**config.mk**
```make
export PLATFORM = sky130hd
export DESIGN_NAME = norm_seq
export DESIGN_NICKNAME = d
export VERILOG_FILES = /design/src/rtl/norm_seq.sv
export SDC_FILE = /design/constraint.sdc
export NUM_CORES = 1
export LEC_CHECK = 0
export BUFFER_PORTS_ARGS = -buffer_cell sky130_fd_sc_hd__buf_2
export CORE_ASPECT_RATIO = 2
export CORE_MARGIN = 8
export CORE_UTILIZATION = 56
export DETAILED_ROUTE_END_ITERATION = 10
export PLACE_DENSITY = 0.76
export SLEW_MARGIN = 20
export SYNTH_ARGS = -nofsm -noshare
export SYNTH_HDL_FRONTEND = slang
export SYNTH_SLANG_ARGS = --single-unit
export TNS_END_PERCENT = 10
```
**constraint.sdc**
```tcl
create_clock -name clk -period 2.8 [get_ports clk]
set_clock_uncertainty 0.15 [all_clocks]
set_input_delay 0.42 -clock clk [delete_from_list [all_inputs] [get_ports clk]]
set_output_delay 0.42 -clock clk [all_outputs]
set_load 0.02 [all_outputs]
```
**src/rtl/norm_seq.sv**
```systemverilog
// Sequential magnitude normaliser: buffers a vector, then emits |x|/sum(|x|) per element
// via a restoring divider. Define NORM_SIGNED_OUT_EN to carry the element sign onto out.
module norm_seq #(
  parameter  int bw    = 4,
  parameter  int depth = 16,
  parameter  int frac  = 8,
  localparam int sw    = bw + $clog2(depth),
  localparam int ow    = frac + 2
) (
  input  logic          clk,
  input  logic          reset,
  input  logic [bw-1:0] in,
  input  logic          wr,
  input  logic          div,
  output logic [ow-1:0] out,
  output logic          o_valid,
  output logic          o_ready,
  output logic          o_full,
  output logic          o_empty
);
  localparam int aw = $clog2(depth);
  localparam int cw = $clog2(frac + 2);
`ifdef NORM_SIGNED_OUT_EN
  localparam int ew = bw + 1;
`else
  localparam int ew = bw;
`endif

  typedef enum logic [1:0] {IDLE, LOAD, DIV, OUT} state_t;

  state_t        state_q, state_d;
  logic [ew-1:0] mem_q [depth];
  logic [aw-1:0] wr_ptr_q, wr_ptr_d, rd_ptr_q, rd_ptr_d;
  logic [aw:0]   cnt_q, cnt_d;
  logic [sw-1:0] sum_q, sum_d;
  logic [sw:0]   rem_q, rem_d;
  logic [frac:0] quo_q, quo_d;
  logic [cw-1:0] it_q, it_d;
  logic [ow-1:0] out_q, out_d;
  logic          vld_q, vld_d;
`ifdef NORM_SIGNED_OUT_EN
  logic          sign_q, sign_d;
`endif

  logic [bw-1:0] mag;
  logic [ew-1:0] wr_data, rd_data;
  logic          push, ge;
  logic [sw-1:0] diff;
  logic [ow-1:0] res;

  always_comb begin
    mag     = in[bw-1] ? (~in + bw'(1)) : in;
`ifdef NORM_SIGNED_OUT_EN
    wr_data = {in[bw-1], mag};
`else
    wr_data = mag;
`endif
    rd_data = mem_q[rd_ptr_q];
    push    = (state_q == IDLE) && wr && !o_full;
    // remainder stays below 2*sum, so the low sw bits of the difference are exact
    ge      = rem_q >= {1'b0, sum_q};
    diff    = rem_q[sw-1:0] - sum_q;
    res     = {1'b0, quo_q};

    state_d  = state_q;
    wr_ptr_d = wr_ptr_q;
    rd_ptr_d = rd_ptr_q;
    cnt_d    = cnt_q;
    sum_d    = sum_q;
    rem_d    = rem_q;
    quo_d    = quo_q;
    it_d     = it_q;
    out_d    = out_q;
    vld_d    = 1'b0;
`ifdef NORM_SIGNED_OUT_EN
    sign_d   = sign_q;
`endif

    case (state_q)
      IDLE: begin
        if (push) begin
          wr_ptr_d = wr_ptr_q + aw'(1);
          cnt_d    = cnt_q + (aw+1)'(1);
          sum_d    = sum_q + sw'(mag);
        end else if (div && !wr && !o_empty) begin
          state_d = LOAD;
        end
      end
      LOAD: begin
        rd_ptr_d = rd_ptr_q + aw'(1);
        cnt_d    = cnt_q - (aw+1)'(1);
        // mag << frac is implicit: the divider shifts the remainder, not the numerator
        rem_d    = {1'b0, sw'(rd_data[bw-1:0])};
        quo_d    = '0;
        it_d     = cw'(frac + 1);
`ifdef NORM_SIGNED_OUT_EN
        sign_d   = rd_data[bw];
`endif
        state_d  = DIV;
      end
      DIV: begin
        if (sum_q != '0 && ge) begin
          quo_d = {quo_q[frac-1:0], 1'b1};
          rem_d = {diff, 1'b0};
        end else begin
          quo_d = {quo_q[frac-1:0], 1'b0};
          rem_d = {rem_q[sw-1:0], 1'b0};
        end
        it_d = it_q - cw'(1);
        if (it_q == cw'(1)) state_d = OUT;
      end
      OUT: begin
        vld_d = 1'b1;
`ifdef NORM_SIGNED_OUT_EN
        out_d = sign_q ? (~res + ow'(1)) : res;
`else
        out_d = res;
`endif
        if (cnt_q != '0) begin
          state_d = LOAD;
        end else begin
          sum_d   = '0;
          state_d = IDLE;
        end
      end
      default: state_d = IDLE;
    endcase
  end

  always_ff @(posedge clk) begin
    if (reset) begin
      state_q  <= IDLE;
      wr_ptr_q <= '0;
      rd_ptr_q <= '0;
      cnt_q    <= '0;
      sum_q    <= '0;
      rem_q    <= '0;
      quo_q    <= '0;
      it_q     <= '0;
      out_q    <= '0;
      vld_q    <= 1'b0;
`ifdef NORM_SIGNED_OUT_EN
      sign_q   <= 1'b0;
`endif
    end else begin
      state_q  <= state_d;
      wr_ptr_q <= wr_ptr_d;
      rd_ptr_q <= rd_ptr_d;
      cnt_q    <= cnt_d;
      sum_q    <= sum_d;
      rem_q    <= rem_d;
      quo_q    <= quo_d;
      it_q     <= it_d;
      out_q    <= out_d;
      vld_q    <= vld_d;
`ifdef NORM_SIGNED_OUT_EN
      sign_q   <= sign_d;
`endif
    end
  end

  // storage needs no reset: occupancy is tracked by the pointers and count
  always_ff @(posedge clk) begin
    if (push) mem_q[wr_ptr_q] <= wr_data;
  end

  assign out     = out_q;
  assign o_valid = vld_q;
  assign o_ready = (state_q == IDLE);
  assign o_full  = (cnt_q == (aw+1)'(depth));
  assign o_empty = (cnt_q == '0);

endmodule

```
==> reports/qor.csv, run 1 <==
stage;metric;value;unit
global_route;grt_pass1_wl;20300;µm
worst_setup_path;crit_type;reg -> reg;
floorplanning;die_w;87.3;µm
placement;dp_hpwl;9230;µm
worst_setup_path;reg2reg_from;sum_q[5];
sta;relSlewSlack;57.4;%
power;leakage;2.41;nW
worst_setup_path;cp.required;2.96;ns
worst_setup_path;critPathCaptureType;flip-flop;
logic_synthesis;synth_fp_nets;533;
logic_synthesis;syn_area_per_cell;11.5;µm²
logic_synthesis;synthArstFlopShare;0;%
global_route;gr-usage-all-layers;19.9;%
logic_synthesis;netlist_instances;495;
sta;fin_crit_sh;96.5;%
logic_synthesis;synth_top_area_cell;edfxtp_1;
logic_synthesis;synth_top_family_by_area;simple AND/OR/NAND/NOR gates;
hold_path;worstHoldStart;reset;
cts;clock_latency;0.42;ns
detailed_routing;drt_iter0_drc;174;
worst_setup_path;rr_worst_depth;8;
floorplanning;rows;52;
cells_and_area;n_antenna_cell;0;
cts;cts_tree;done;
placement;numPortBuffers;20;
sta;worst_pin_slew;0.639;ns
detailed_routing;routed_wl;12500;µm
job;drv_cap;0;
detailed_routing;drc;0;
detailed_routing;route.vias.total;3817;
cts;post-cts-setup-buffers;0;
hold_path;hold_depth;2;
cts;cts_buffer_depth;2;
worst_setup_path;critPathMaxFanout;7;
floorplanning;dieArea;13800;µm²
sta;fmax;370;MHz
detailed_routing;drt_pre_antenna_iters;4;
sta;rsz0062_at_grt;no;
cts;cts_buffers;17;
cts;holdBufCountCts;0;
power;power_density;1020;nW/µm²
logic_synthesis;synth-xor-area-share;3.08;%
global_route;gr-total-overflow;0;
logic_synthesis;synth_compound_area_share;8.37;%
sta;report.final.slew_viol_count;0;
hold_path;hp-class;in -> reg;
cells_and_area;syn2layout_area_growth;15.8;%
sta;layout_min_cycle_time;2.70;ns
sta;hold_viol_final;0;
floorplanning;die_y;159;µm
logic_synthesis;ys_seq_elements;123;
placement;place.gp.congestion;0.944;
logic_synthesis;synth-simple-area-share;12.6;%
cts;htree_levels;4;
worst_setup_path;cpPeakStageDelay;0.43;ns
logic_synthesis;synth_flop_cell;edfxtp_1;
power;ir_worst_vdd;0.837;mV
logic_synthesis;netlist_top_cells_area;edfxtp_1 34%, dfxtp_1 21%, mux4_2 6.7%;
logic_synthesis;yosysSeqAreaShare;54.5;%
worst_setup_path;critPathLaunchType;flip-flop;
logic_synthesis;yosys-mux-area-fraction;10.6;%
cts;clockRootBuffer;clkbuf_16;
logic_synthesis;synthAdderAreaFrac;6.99;%
cells_and_area;nNetsFinal;569;
detailed_routing;viasPerCell;5.63;
worst_setup_path;ff2ff_setup_slack;0.1;ns
worst_setup_path;path_cells;inv_1, ha_1, o21ai_1, a21oi_1, or4_4, o21a_1, mux2_4, a2111oi_2;
global_route;antenna_found_initial;0;
cts;cts.sinks;123;
detailed_routing;wire_per_inst;18.5;µm
worst_setup_path;worstPathArrival;2.86;ns
sta;setup_viol;0;
hold_path;hold_path_end;o_valid;
floorplanning;io_pins;22;
floorplanning;start_util;56.8;%
logic_synthesis;synth_cell_type_count;53;
global_route;grt_pass1_vias;4073;
logic_synthesis;synthDominantCellAreaShare;33.7;%
floorplanning;core-area;10000;µm²
cts;ctsResizeCount;0;
detailed_routing;ant_nets;0;
outcome;outcome;complete, no violations;
logic_synthesis;syn_area;5700;µm²
cells_and_area;final_layout_size_suffix_gt1_share;17.9;%
sta;fin_tns_setup;0;ns
cells_and_area;post-route-util;65.8;%
logic_synthesis;synth-edff-count;64;
cts;clkTransAtPathRegs;0.06;ns
worst_setup_path;cp_slowest_cell;or4_4;
logic_synthesis;yosysWarningCount;0;
worst_setup_path;rr_endpoint;rem_q[2];
global_route;grt_max_degree;27;
-- per-stage QoR --
step                cell area, µm²  hold WS [ns]  setup WS, ns  std cells  power, W
finish                        6600         0.263        0.0977        678   0.00670
global route                  6600         0.294        0.0164        678   0.00706
CTS                           6590         0.261         0.147        678   0.00672
detailed placement            6020         0.324         0.117        647   0.00459
global placement              6020         0.312         0.183        647   0.00449
floorplan                     5700         0.291        0.0307        495   0.00401
-- worst max path at each step --
stage	slack [ns]	end	start
6_report	0.1	rem_q[2]	sum_q[5]
5_1_grt	0.02	rem_q[1]	sum_q[5]
4_1_cts	0.15	rem_q[1]	sum_q[5]
3_5_place_dp	0.12	sum_q[6]	in[1]
3_3_place_gp	0.18	sum_q[6]	in[1]
2_1_floorplan	0.03	sum_q[6]	in[0]
-- critical path: cells and delay by family (launching register included) --
family                   cells  cell delay, ns
flip-flops                   1            0.36
adder cells (fa/ha/maj)      1            0.41
AO/OA/AOI/OAI                4            0.82
AND/OR/NAND/NOR              1            0.43
multiplexers                 1            0.32
buffers and inverters        1            0.10
-- Yosys cell counts, drive strengths merged, types with 4 or more instances --
master / number
dfxtp: 59
xor2: 9
clkbuf: 14
nand2: 31
mux4: 17
nor2b: 6
mux2i: 19
ha: 27
buf: 8
nand4: 4
edfxtp: 64
o21ai: 15
nand3: 13
nor3: 12
o211ai: 5
nand2b: 8
nor2: 67
inv: 32
xnor2: 11
a21oi: 26
-- logic make-up (layout without fill, tap and decap cells) --
| kind of cell | after synthesis | after routing |
|---|---|---|
| AND/OR/NAND/NOR | 156 | 156 |
| flip-flops | 123 | 123 |
| AO/OA/AOI/OAI | 73 | 73 |
| buffers and inverters | 54 | 102 |
| multiplexers | 38 | 38 |
| adder cells (fa/ha/maj) | 30 | 30 |
| XOR/XNOR | 20 | 20 |
| other | 1 | 1 |
-- placed cells by master (no fill, tap or decap), types with 4 or more instances in the layout --
cell         n
a21oi_1     26
o211ai_1     5
inv_1       32
mux4_2      17
clkbuf_16   17
nor2b_1      6
o21ai_0     13
nor3_1      11
nand4_1      4
clkinvlp_4   4
nand2_1     30
nand3_1     13
nor2_1      67
edfxtp_1    64
dfxtp_1     59
xor2_1       9
buf_2       20
buf_4       19
mux2i_1     19
ha_1        27
nand2b_1     8
xnor2_1     11
-- sequential cells by signal, indices dropped and copies added, names as in the netlist, named ones only --
register,count
o_valid,1
state_q,2
rem_q,9
out,9
it_q,4
sum_q,8
cnt_q,5
mem_q,64
wr_ptr_q,4
quo_q,9
rd_ptr_q,4
-- layout make-up --
cell class	instances	area, µm²
clock buffer	17	425
clock inverter	14	148
fill	803	3420
inverter	32	120
multi-input combinational	318	2390
sequential	123	3100
tap	135	169
timing repair buffer	39	243
-- per-layer routing --
layer / up-vias / track usage (%) / share of wire (%)
li1: 1858 / - / -
met1: 1852 / 17.7 / 34
met2: 70 / 38.0 / 59
met3: 37 / 4.65 / 2.7
met4: 0 / 12.8 / 4.4
met5: - / 0 / 0
-- power breakdown --
part | leakage [nW] | switching [W] | internal, W
sequential | 1.06 | 0.000190 | 0.00209
combinational | 1.08 | 0.00130 | 0.00100
clock | 0.270 | 0.000810 | 0.00130
No activity file was read; power rests on OpenSTA's default activity.
==> run 2: changes to the inputs <==
--- a/config.mk
+++ b/config.mk
@@ -5,12 +5,13 @@
 export SDC_FILE = /design/constraint.sdc
 export NUM_CORES = 1
 export LEC_CHECK = 0
+export ABC_CLOCK_PERIOD_IN_PS = 2800
 export BUFFER_PORTS_ARGS = -buffer_cell sky130_fd_sc_hd__buf_2
 export CORE_ASPECT_RATIO = 2
 export CORE_MARGIN = 8
 export CORE_UTILIZATION = 56
 export DETAILED_ROUTE_END_ITERATION = 10
-export PLACE_DENSITY = 0.76
+export PLACE_DENSITY = 0.82
 export SLEW_MARGIN = 20
 export SYNTH_ARGS = -nofsm -noshare
 export SYNTH_HDL_FRONTEND = slang
==> reports/qor.csv, run 2 (synthesis gave the netlist of run 1 again) <==
stage;metric;value;unit;change
outcome;outcome;complete, no violations;;
job;drv_cap;0;;unchanged
placement;dp_hpwl;9150;µm;-0.82%
detailed_routing;drc;0;;unchanged
power;ir_worst_vdd;0.623;mV;-26%
placement;place_ws;0.0818;ns;-0.0348 ns
detailed_routing;viasPerCell;5.86;;+4.2%
floorplanning;core-area;10000;µm²;unchanged
detailed_routing;wire_per_inst;18.9;µm;+2.2%
power;power_density;1010;nW/µm²;-0.29%
cts;clock_latency;0.41;ns;about the same
sta;fin_crit_sh;96.2;%;-0.29 points
global_route;gr-usage-all-layers;20.3;%;+0.38 points
cells_and_area;syn2layout_area_growth;15.4;%;
global_route;grt_pass1_vias;4079;;+0.15%
cts;cts.sinks;123;;unchanged
worst_setup_path;crit_buf_inv;1;;unchanged
cts;post-cts-setup-buffers;0;;unchanged
cells_and_area;n_antenna_cell;0;;unchanged
cells_and_area;multi_input_area;2380;µm²;-0.21%
floorplanning;rows;52;;unchanged
floorplanning;dieArea;13800;µm²;unchanged
cells_and_area;final_common_cell;nor2_1;;
power;seqPwrFrac;34.2;%;+0.2 points
sta;worst_pin_slew;0.643;ns;+0.00426 ns
worst_setup_path;path_cells;inv_1, ha_1, nand2_2, a21oi_1, or4_4, o21a_1, mux2_4, a2111oi_2;;
global_route;antenna_found_initial;0;;unchanged
floorplanning;die_w;87.3;µm;unchanged
power;switching_share;34.3;%;-0.077 points
floorplanning;start_util;56.8;%;unchanged
sta;layout_min_cycle_time;2.69;ns;-0.00820 ns
worst_setup_path;crit_type;reg -> reg;;
worst_setup_path;cpPeakStageDelay;0.44;ns;about the same
power;pwr-share-clk;31.4;%;-0.2 points
cts;clockRootBuffer;clkbuf_16;;
worst_setup_path;ff2ff_setup_slack;0.11;ns;about the same
cts;ctsResizeCount;0;;unchanged
detailed_routing;wl_met1;4300;µm;+0.26%
sta;hold_viol_final;0;;unchanged
sta;relSlewSlack;57.1;%;-0.28 points
sta;setup_ws;0.106;ns;+0.00820 ns
placement;place.gp.congestion;0.933;;-1.1%
worst_setup_path;cp.required;2.95;ns;about the same
worst_setup_path;worstPathArrival;2.85;ns;about the same
sta;report.final.slew_viol_count;0;;unchanged
global_route;grt_pass1_wl;20700;µm;+2.2%
detailed_routing;route.vias.total;3964;;+3.9%
detailed_routing;drt_pre_antenna_iters;5;;+1
cells_and_area;layout.area.seq;3100;µm²;unchanged
power;leakage;2.39;nW;-0.53%
global_route;gr-total-overflow;0;;unchanged
worst_setup_path;critPathCaptureType;flip-flop;;
placement;numPortBuffers;20;;unchanged
detailed_routing;ant_nets;0;;unchanged
floorplanning;io_pins;22;;unchanged
hold_path;hp-class;in -> reg;;
cells_and_area;regMostFlops;mem_q;;
power;p_comb_share;34.3;%;about the same
cells_and_area;final_layout_size_suffix_gt1_share;17.4;%;-0.49 points
power;power.switching;0.00228;W;-0.82%
worst_setup_path;critPathLaunchType;flip-flop;;
cells_and_area;final_cell_mix;67 x nor2_1, 64 x edfxtp_1, 59 x dfxtp_1, 32 x inv_1, 30 x nand2_1;;
sta;rsz0062_at_grt;no;;
floorplanning;die_y;159;µm;unchanged
detailed_routing;drt_iter0_drc;259;;+49%
sta;fmax;371;MHz;+0.30%
sta;setup_viol;0;;unchanged
cts;cts_tree;done;;
cts;cts_buffers;17;;unchanged
detailed_routing;wl_met2;7300;µm;-0.64%
cts;holdBufCountCts;0;;unchanged
detailed_routing;routed_wl;12800;µm;+1.9%
detailed_routing;routed-wl-met3;534;µm;+56%
worst_setup_path;cp_slowest_cell;dfxtp_1;;
global_route;grt_max_degree;29;;+7.4%
detailed_routing;highest_layer;met4;;
cts;clkTransAtPathRegs;0.06;ns;about the same
worst_setup_path;critPathMaxFanout;7;;unchanged
cells_and_area;largest_reg_flops;64;;unchanged
cells_and_area;fill_cells;780;;-2.9%
cts;cts_buffer_depth;2;;unchanged
power;p_int;0.00438;W;-0.48%
sta;fin_tns_setup;0;ns;unchanged
cts;htree_levels;4;;unchanged
cells_and_area;nNetsFinal;567;;-0.35%
worst_setup_path;crit_family;compound AO/OA/AOI/OAI gates;;
==> run 2: layer usage <==
layer,up-vias,GRT usage (%)
met2,155,37.9
li1,1849,-
met4,0,12.8
met1,1910,18.5
met5,-,0
met3,50,5.43
==> run 2: worst paths after layout <==
check | from | to | cells after the start
worst max-delay path | sum_q[4] | rem_q[1] | 8
worst min-delay path | reset | out[6] | 2
worst max register to register | sum_q[4] | rem_q[1] | 8
worst min register to register | quo_q[8] | quo_q[8] | 2
==> run 2: through the flow <==
step | hold slack, ns | util, % | instance area, µm² | cells | power, W
after floorplan | 0.291 | - | 5700 | 495 | 0.00401
after global placement | 0.306 | 59.9 | 6000 | 645 | 0.00447
after detailed placement | 0.308 | 59.9 | 6000 | 645 | 0.00455
after CTS | 0.219 | 65.6 | 6580 | 676 | 0.00667
after global routing | 0.236 | 65.6 | 6580 | 676 | 0.00700
final | 0.236 | 65.6 | 6580 | 676 | 0.00666
==> run 2: power by group through the flow <==
stage / registers (W) / clock network [W] / logic, W
detailed placement: 0.00231 / 0 / 0.00224
CTS: 0.00228 / 0.00212 / 0.00227
floorplan: 0.00223 / 0 / 0.00178
finish: 0.00228 / 0.00209 / 0.00229
global placement: 0.00230 / 0 / 0.00218
global route: 0.00231 / 0.00221 / 0.00249
==> run 2: cell type report <==
cell class / count / area share (%)
clock buffers: 17 / 6.47
multi-input cells: 318 / 36.2
well taps: 135 / 2.57
flip-flops and latches: 123 / 47.2
clock inverters: 14 / 2.25
inverters: 32 / 1.83
repair buffers: 37 / 3.46
==> run 2: worst reg2reg max path: stages, from the launching register on <==
cell and delay [ns]:
dfxtp_1 0.44, inv_1 0.10, ha_1 0.41, nand2_2 0.12, a21oi_1 0.07, or4_4 0.42
o21a_1 0.24, mux2_4 0.32, a2111oi_2 0.35
==> run 3: changes to the inputs <==
--- a/config.mk
+++ b/config.mk
@@ -5,13 +5,14 @@
 export SDC_FILE = /design/constraint.sdc
 export NUM_CORES = 1
 export LEC_CHECK = 0
+export ABC_AREA = 1
 export ABC_CLOCK_PERIOD_IN_PS = 2800
 export BUFFER_PORTS_ARGS = -buffer_cell sky130_fd_sc_hd__buf_2
 export CORE_ASPECT_RATIO = 2
 export CORE_MARGIN = 8
 export CORE_UTILIZATION = 56
 export DETAILED_ROUTE_END_ITERATION = 10
-export PLACE_DENSITY = 0.82
+export PLACE_DENSITY = 0.87
 export SLEW_MARGIN = 20
 export SYNTH_ARGS = -nofsm -noshare
 export SYNTH_HDL_FRONTEND = slang
==> reports/qor.csv, run 3 <==
stage;metric;value;unit;change
logic_synthesis;synth_commonest_cells;179 x nand2_1, 83 x nor2_1, 77 x inv_1, 64 x edfxtp_1, 59 x dfxtp_1;;
power;power.switching;0.00294;W;+29%
sta;worst_pin_slew;0.692;ns;+0.0492 ns
worst_setup_path;path_cells;inv_1, ha_1, inv_1, fa_1, o21ai_0, xor2_1, nand2_1, a21oi_1;;
placement;place.gp.congestion;0.876;;-6.1%
logic_synthesis;syn_area_per_cell;8.46;µm²;-26%
cts;ctsResizeCount;0;;unchanged
sta;relSlewSlack;53.8;%;-3.3 points
floorplanning;core-area;10500;µm²;+4.6%
power;p_comb_share;38.6;%;+4.3 points
cts;cts_tree;done;;
power;pwr-share-clk;30.7;%;-0.7 points
global_route;grt_max_degree;33;;+14%
detailed_routing;ant_nets;0;;unchanged
placement;numPortBuffers;20;;unchanged
logic_synthesis;synthDominantCellAreaShare;31.9;%;-1.9 points
placement;dp_hpwl;9820;µm;+7.3%
logic_synthesis;synth_fp_nets;751;;+41%
cells_and_area;fin_area;6870;µm²;+4.4%
worst_setup_path;cpPeakStageDelay;0.43;ns;about the same
detailed_routing;wire_per_inst;16.0;µm;-15%
floorplanning;start_util;57.6;%;+0.73 points
logic_synthesis;yosysMostFrequentCell;nand2_1;;
detailed_routing;routed_wl;14300;µm;+11%
worst_setup_path;critPathLaunchType;flip-flop;;
logic_synthesis;synth-edff-count;64;;unchanged
cells_and_area;final_layout_size_suffix_gt1_share;10.5;%;-6.9 points
power;p_int;0.00447;W;+2.1%
logic_synthesis;synthArstFlopShare;0;%;unchanged
power;switching_share;39.7;%;+5.4 points
placement;placed_cells;856;;+33%
cells_and_area;final_cell_mix;179 x nand2_1, 83 x nor2_1, 77 x inv_1, 64 x edfxtp_1, 59 x dfxtp_1;;
worst_setup_path;cp.required;2.99;ns;+0.04 ns
logic_synthesis;synth_cell_type_count;42;;-21%
cts;holdBufCountCts;0;;unchanged
outcome;outcome;complete, no violations;;
cts;cts_buffer_depth;2;;unchanged
worst_setup_path;critPathMostFrequentCell;inv_1;;
detailed_routing;drt_iter0_drc;392;;+51%
floorplanning;dieArea;14500;µm²;+5.1%
floorplanning;io_pins;22;;unchanged
detailed_routing;route.vias.total;5042;;+27%
global_route;grt_pass1_wl;22800;µm;+10%
floorplanning;rows;53;;+1.9%
cells_and_area;regMostFlops;mem_q;;
cts;post-cts-setup-buffers;0;;unchanged
global_route;gr-usage-all-layers;20.6;%;+0.31 points
logic_synthesis;syn_area;6030;µm²;+5.9%
detailed_routing;drc;0;;unchanged
power;ir_worst_vdd;1.23;mV;+97%
floorplanning;die_y;163;µm;+2.6%
worst_setup_path;critPathMaxFanout;10;;+3
logic_synthesis;ys_seq_elements;123;;unchanged
cells_and_area;syn2layout_area_growth;13.8;%;
sta;report.final.slew_viol_count;0;;unchanged
sta;fin_tns_setup;0;ns;unchanged
sta;setup_viol;0;;unchanged
cts;htree_levels;4;;unchanged
logic_synthesis;netlist_top_cells_area;edfxtp_1 32%, dfxtp_1 20%, nand2_1 11%;;
power;power_density;1080;nW/µm²;+6.5%
hold_path;hp-class;reg -> reg;;
logic_synthesis;yosysWarningCount;0;;unchanged
logic_synthesis;synth_top_area_cell;edfxtp_1;;
global_route;gr-total-overflow;0;;unchanged
sta;layout_min_cycle_time;2.29;ns;-0.402 ns
cells_and_area;largest_reg_flops;64;;unchanged
cells_and_area;final_cells;888;;+31%
detailed_routing;viasPerCell;5.68;;-3.2%
cells_and_area;nNetsFinal;776;;+37%
worst_setup_path;worstPathArrival;2.49;ns;-0.36 ns
cts;cts_buffers;17;;unchanged
cts;clockRootBuffer;clkbuf_16;;
power;seqPwrFrac;30.7;%;-3.5 points
placement;dpl_cell_area;6250;µm²;+4.1%
logic_synthesis;yosysSeqAreaShare;51.4;%;-3.0 points
worst_setup_path;critPathCaptureType;flip-flop;;
cells_and_area;final_common_cell;nand2_1;;
global_route;grt_pass1_vias;4925;;+21%
sta;holdWs;0.327;ns;+0.0907 ns
sta;fmax;436;MHz;+18%
sta;rsz0062_at_grt;no;;
sta;hold_viol_final;0;;unchanged
cts;clock_latency;0.42;ns;about the same
worst_setup_path;cp_slowest_cell;fa_1;;
cts;clkTransAtPathRegs;0.06;ns;about the same
job;drv_cap;0;;unchanged
cells_and_area;fill_cells;860;;+10%
floorplanning;die_w;89.4;µm;+2.4%
logic_synthesis;synth_flop_cell;edfxtp_1;;
cts;cts.sinks;123;;unchanged
logic_synthesis;netlist_instances;713;;+44%
detailed_routing;drt_pre_antenna_iters;5;;unchanged
worst_setup_path;crit_type;reg -> reg;;
global_route;antenna_found_initial;0;;unchanged
power;leakage;2.96;nW;+24%
cells_and_area;n_antenna_cell;0;;unchanged
sta;fin_crit_sh;81.9;%;-14 points
## run 3: kinds of logic after synthesis
family	count (synthesis)	synth area share, %
AND/OR/NAND/NOR	343	24.0
AO/OA/AOI/OAI	103	9.36
buffers and inverters	103	7.09
flip-flops	123	51.4
adder cells (fa/ha/maj)	30	6.60
XOR/XNOR	10	1.45
other	1	0.0622
## run 3: power groups by stage
stage	registers (W)	logic (W)	clock network, W
after global placement	0.00229	0.00267	0
final	0.00228	0.00286	0.00227
after CTS	0.00227	0.00283	0.00228
after detailed placement	0.00231	0.00278	0
after global routing	0.00230	0.00320	0.00236
after floorplan	0.00228	0.00218	0
## run 3: final cells by class
type	count	area, µm²	share of cell area (%)
well taps	137	171	2.50
flip-flops and latches	123	3100	45.2
clock buffers	17	425	6.20
repair buffers	31	183	2.66
clock inverters	15	189	2.75
inverters	78	293	4.26
multi-input cells	487	2500	36.4
## run 3: path summary, 6_finish.rpt
| check | start | endpoint | slack (ns) | cells after the start |
|---|---|---|---|---|
| setup / recovery | state_q[1] | cnt_q[4] | 0.51 | 8 |
| hold / removal | rem_q[0] | rem_q[0] | 0.33 | 2 |
| hold reg to reg | rem_q[0] | rem_q[0] | 0.33 | 2 |
| setup reg to reg | state_q[1] | cnt_q[4] | 0.51 | 8 |
## run 3: routing by layer
| metal | GRT usage (%) | up-vias | wire [µm] |
|---|---|---|---|
| li1 | - | 2395 | - |
| met1 | 19.3 | 2388 | 4860 |
| met2 | 37.6 | 200 | 7890 |
| met3 | 4.65 | 59 | 711 |
| met4 | 13.8 | 0 | 795 |
| met5 | 0 | - | 0 |
## run 3: through the flow
| step | worst slack, ns | util, % | power (W) |
|---|---|---|---|
| floorplan | 0.165 | - | 0.00446 |
| global placement | 0.359 | 59.7 | 0.00496 |
| detailed placement | 0.286 | 59.7 | 0.00508 |
| CTS | 0.514 | 65.5 | 0.00738 |
| global route | 0.353 | 65.5 | 0.00786 |
| finish | 0.508 | 65.5 | 0.00740 |
## run 3: critical path: cells and delay by family (launching register included)
kind | cells | cell delay, ns
buf+inv | 2 | 0.28
flops | 1 | 0.33
xor+xnor | 1 | 0.19
compound gates | 2 | 0.37
simple gates | 1 | 0.07
fa+ha+maj | 2 | 0.83
